$ cat config.mk
export PLATFORM = sky130hd
export DESIGN_NAME = mac_readout_serializer
export DESIGN_NICKNAME = d
export VERILOG_FILES = /design/src/rtl/mac_pkg.sv /design/src/rtl/mac_readout_serializer.sv
export SDC_FILE = /design/constraint.sdc
export NUM_CORES = 1
export LEC_CHECK = 0
export BUFFER_PORTS_ARGS = -buffer_cell sky130_fd_sc_hd__buf_2
export CORE_MARGIN = 10
export CORE_UTILIZATION = 60
export CTS_BUF_LIST = sky130_fd_sc_hd__clkbuf_2
export DETAILED_ROUTE_END_ITERATION = 16
export PLACE_DENSITY = 0.88
export SYNTH_ARGS = -nofsm -noshare
export SYNTH_HDL_FRONTEND = slang
export SYNTH_SLANG_ARGS = --single-unit
export TNS_END_PERCENT = 5
$ cat constraint.sdc
create_clock -name clk -period 56.3 [get_ports clk]
set_input_delay 16.89 -clock clk [delete_from_list [all_inputs] [get_ports clk]]
set_output_delay 16.89 -clock clk [all_outputs]
set_load 0.005 [all_outputs]
$ cat src/rtl/mac_pkg.sv
// rtl/mac_pkg.sv - shared MAC widths and readout state encoding
package mac_pkg;
  localparam int ACC_W  = 512;
  localparam int WORD_W = 32;
  localparam int NWORDS = ACC_W / WORD_W;
  localparam int IDX_W  = $clog2(NWORDS + 1);
  localparam int SEL_W  = (NWORDS > 1) ? $clog2(NWORDS) : 1;

  localparam logic [IDX_W-1:0] LAST_IDX = IDX_W'(NWORDS - 1);
  localparam logic [IDX_W-1:0] CSUM_IDX = IDX_W'(NWORDS);

  typedef enum logic [1:0] {
    IDLE = 2'd0,
    SEND = 2'd1,
    CSUM = 2'd2
  } rdout_state_t;
endpackage

$ cat src/rtl/mac_readout_serializer.sv
// rtl/mac_readout_serializer.sv - accumulator snapshot streamed LSW-first as 32-bit beats
// Optional XOR checksum beat after the last data word: MAC_RDOUT_CSUM_EN.
module mac_readout_serializer
  import mac_pkg::*;
(
  input  logic              clk,
  input  logic              rst,
  input  logic [ACC_W-1:0]  acc_in,
  input  logic              snap_req,
  output logic              busy,
  output logic              snap_drop,
  output logic              m_valid,
  input  logic              m_ready,
  output logic [WORD_W-1:0] m_data,
  output logic [IDX_W-1:0]  m_idx,
  output logic              m_last
);

  rdout_state_t      state_q, state_d;
  logic [IDX_W-1:0]  idx_q, idx_d;
  logic [ACC_W-1:0]  snap_q, snap_d;
  logic              drop_q, drop_d;
  logic              xfer, final_xfer, accept;
  logic [WORD_W-1:0] words [NWORDS];
  logic [WORD_W-1:0] cur_word;
`ifdef MAC_RDOUT_CSUM_EN
  logic [WORD_W-1:0] csum_q, csum_d;
`endif

  always_comb begin
    for (int k = 0; k < NWORDS; k++) begin
      words[k] = snap_q[k*WORD_W +: WORD_W];
    end
  end

  assign cur_word = words[idx_q[SEL_W-1:0]];

  assign busy    = (state_q != IDLE);
  assign m_valid = (state_q != IDLE);

  always_comb begin
    m_data = '0;
    m_idx  = '0;
    m_last = 1'b0;
    case (state_q)
      SEND: begin
        m_data = cur_word;
        m_idx  = idx_q;
`ifndef MAC_RDOUT_CSUM_EN
        m_last = (idx_q == LAST_IDX);
`endif
      end
`ifdef MAC_RDOUT_CSUM_EN
      CSUM: begin
        m_data = csum_q;
        m_idx  = idx_q;
        m_last = 1'b1;
      end
`endif
      default: ;
    endcase
  end

  assign xfer       = m_valid && m_ready;
  assign final_xfer = xfer && m_last;
  // A request is only taken when no frame will be held after this edge.
  assign accept     = snap_req && ((state_q == IDLE) || final_xfer);
  assign snap_drop  = drop_q;

  always_comb begin
    state_d = state_q;
    idx_d   = idx_q;
    snap_d  = snap_q;
    drop_d  = snap_req && !accept;
`ifdef MAC_RDOUT_CSUM_EN
    csum_d  = csum_q;
`endif
    if (xfer) begin
      case (state_q)
        SEND: begin
          idx_d = idx_q + 1'b1;
`ifdef MAC_RDOUT_CSUM_EN
          csum_d = csum_q ^ cur_word;
          if (idx_q == LAST_IDX) state_d = CSUM;
`else
          if (idx_q == LAST_IDX) state_d = IDLE;
`endif
        end
        CSUM:    state_d = IDLE;
        default: ;
      endcase
    end
    if (accept) begin
      state_d = SEND;
      idx_d   = '0;
      snap_d  = acc_in;
`ifdef MAC_RDOUT_CSUM_EN
      csum_d  = '0;
`endif
    end
  end

  always_ff @(posedge clk or posedge rst) begin
    if (rst) begin
      state_q <= IDLE;
      idx_q   <= '0;
      snap_q  <= '0;
      drop_q  <= 1'b0;
    end else begin
      state_q <= state_d;
      idx_q   <= idx_d;
      snap_q  <= snap_d;
      drop_q  <= drop_d;
    end
  end

`ifdef MAC_RDOUT_CSUM_EN
  always_ff @(posedge clk or posedge rst) begin
    if (rst) csum_q <= '0;
    else     csum_q <= csum_d;
  end
`endif

endmodule

==> flow_metrics.env <==
export IMPL_status="completed"
export IMPL_antenna_found_initial=6
export IMPL_worst_setup_path_type="flop to primary output"
export IMPL_drc=0
export IMPL_p_total_mw=1.518
export IMPL_relSlewSlack_pct=18.03
export IMPL_fp_dieW_um=219.6
export IMPL_synth_seq_cells=519
export IMPL_fin_crit_ps=21380
export IMPL_rows=73
export IMPL_p_int_uw=872.0
export IMPL_numCtsBuffers=134
export IMPL_routedWlPerCell_um=22.62
export IMPL_die_y_um=219.6
export IMPL_detail_route_antenna_nets=0
export IMPL_layout_drive_gt1_share_pct=24.18
export IMPL_grt_pass1_vias=21948
export IMPL_drt_iter0_drc=3211
export IMPL_dpl_worst_slack_ps=36040
export IMPL_setup_tns_final_ps=0
export IMPL_path_max_fanout=135
export IMPL_ios=557
export IMPL_maxUsedRoutingLayer="met5"
export IMPL_netlist_area_um2=23910
export IMPL_overflow=0
export IMPL_critPathSlowestCell="dfrtp_4"
export IMPL_cts_buffer_depth=3
export IMPL_met1_length_mm=34.25
export IMPL_drv_slew=0
export IMPL_synth_top_area_cell="dfrtp_1"
export IMPL_drt_wl_total_mm=87.59
export IMPL_endpoint_kind="primary output"
export IMPL_syn_inst=2718
export IMPL_cts_hold_buffers=0
export IMPL_setup_viol=0
export IMPL_path_buf_inv=2
export IMPL_ctsHtreeMaxLevel=4
export IMPL_rsz0062_at_grt="false"
export IMPL_ys_top_cells_by_area="dfrtp_1 54%, nand2_1 25%, mux2i_1 9.5%"
export IMPL_vias=22039
export IMPL_hold_path_class="flop to flop"
export IMPL_fin_util_pct=70.11
export IMPL_grt_usage_pct=35.59
export IMPL_insertion_delay_ps=1060
export IMPL_drt_pass1_iterations=6
export IMPL_finalCritPeriodShare_pct=37.98
export IMPL_worst_pin_slew_ps=1230
export IMPL_syn_avg_cell_area_um2=8.797
export IMPL_place_congestion=0.9668
export IMPL_numPortBuffers=556
export IMPL_syn_nets=3236
export IMPL_cts_setup_buffers=0
export IMPL_grt_pass1_wl_mm=129.8
export IMPL_yosys_area_top_type_share_pct=54.32
export IMPL_dp_hpwl_mm=63.62
export IMPL_cts_sinks=519
export IMPL_sw_frac_of_total_pct=42.56
export IMPL_maxCapViolations=0
export IMPL_power_frac_seq_pct=44.6
export IMPL_start_util_pct=60.45
export IMPL_path_cells="buf_12, mux2i_1, a22oi_1, nand3_1, o21ai_1, buf_2"
export IMPL_max_freq_mhz=46.77
export IMPL_fin_skew_ps=62.87
export IMPL_syn_to_final_growth_pct=15.98
export IMPL_grt_max_degree=267
export IMPL_hold_viol_final=0
export IMPL_pwr_share_comb_pct=38.5
export IMPL_p_per_area_nw_per_um2=54.75
export IMPL_met2_length_mm=38.85
export IMPL_viasPerCell=5.692
export IMPL_p_clk_share_pct=16.9
export IMPL_arrival_ps=4490
export IMPL_fin_ws_ps=34920
export IMPL_worst_ep_required_time_ps=39410
export IMPL_die_area_um2=48230
export IMPL_final_cell_mix="1576 x nand2_1, 556 x buf_2, 518 x dfrtp_1"
export IMPL_netSwitchingPower_uw=646.2
export IMPL_clk_pin_slew_worst_paths_ps=100
export IMPL_clock_root_buffer="clkbuf_2"
export IMPL_core_um2=39550
export IMPL_peakVddDrop_v=0.00003681
export IMPL_wl_met3_mm=10.43
export IMPL_slowest_delay_ps=1100
export IMPL_final_common_cell="nand2_1"
export IMPL_seq_area_frac_synth_pct=54.32
export IMPL_cp_top_family="flip-flops"
export IMPL_yosysWarnings=0
export IMPL_p_leak_nw=15.83
export IMPL_crit_path_start_kind="flop"
export IMPL_yosysUniqueCellTypes=33
export IMPL_cts_tree="built"
export IMPL_finalNetCount=3770
export IMPL_post_cts_resized=0
-- worst reg2reg max path, cell delays in order, from the launching register on --
cell	delay [ps]
dfrtp_4	1100
buf_4	890
ha_1	410
and3_1	240
ha_1	230
a21boi_2	100
nor2b_4	110
buf_4	800
buf_4	1020
nand2_1	370
nand2_1	140
-- power groups by stage --
stage                     registers (mW)  clock network (mW)  logic [mW]
final                              0.676               0.257       0.585
after global routing               0.689               0.281       0.638
after CTS                          0.668               0.259       0.574
after detailed placement           0.674                   0       0.570
after global placement             0.671                   0       0.554
after floorplan                    0.625                   0       0.378
-- state kept, by name, indices dropped and copies added (netlist names) --
signal / flops
idx_q: 5
snap_drop: 1
snap_q: 512
state_q: 1
-- through the flow --
stage	hold WS, ps	std cells	cell area (um2)
3_5_place_dp	459.7	3641	26570
5_1_grt	500.0	3869	27720
4_1_cts	483.0	3867	27720
3_3_place_gp	453.6	3641	26570
2_1_floorplan	440.3	2718	23910
6_report	478.2	3872	27730
-- layout make-up --
class	instances	area, um2
Inverter	4	22.52
Timing Repair Buffer	574	2968
Clock inverter	30	166.4
Tap cell	525	656.9
Fill cell	3173	11820
Clock buffer	196	980.9
Sequential cell	519	12990
Antenna cell	5	12.51
Multi-Input combinational cell	2019	9931
-- cells in the mapped netlist (all sizes together) --
master,n
nand2,1576
dfrtp,519
mux2i,227
buf,129
a22oi,98
clkbuf,47
o21ai,37
nand3,20
a221oi,15
mux4,15
and2,7
inv,4
nor2b,4
o22ai,4
nor2,3
ha,2
nand2b,2
a21boi,1
a21o,1
and3,1
nand3b,1
nor3,1
o31ai,1
or2,1
xnor2,1
xor2,1
-- logic make-up after synthesis --
kind of cell,Yosys count,share of synthesized area (%)
AOI/OAI and AO/OA,157,4.616
xor gates and xnor gates,2,0.07328
adders and majority gates,2,0.1046
buffers and inverters,180,4.296
DFF,519,54.32
muxes,242,10.92
and+or+nand+nor,1616,25.67
-- per-layer routing --
layer | up-vias | GRT usage [%]
met2 | 1414 | 51.93
met4 | 6 | 17.51
met1 | 10612 | 48.83
met3 | 203 | 9.228
li1 | 9804 | -
met5 | - | 0
-- path summary, 6_finish.rpt --
check / start / to / slack [ps] / cells past startpoint
worst max register to register: idx_q[0] / snap_q[139] / 50820 / 10
worst min-delay path: snap_q[11] / snap_q[11] / 480 / 2
worst min register to register: snap_q[11] / snap_q[11] / 480 / 2
worst max-delay path: idx_q[0] / m_data[15] / 34920 / 6
min in group asynchronous: rst / snap_q[31] / 15980 / 2
max in group asynchronous: rst / snap_q[215] / 37690 / 4
Power figures use the tool's default switching activity.
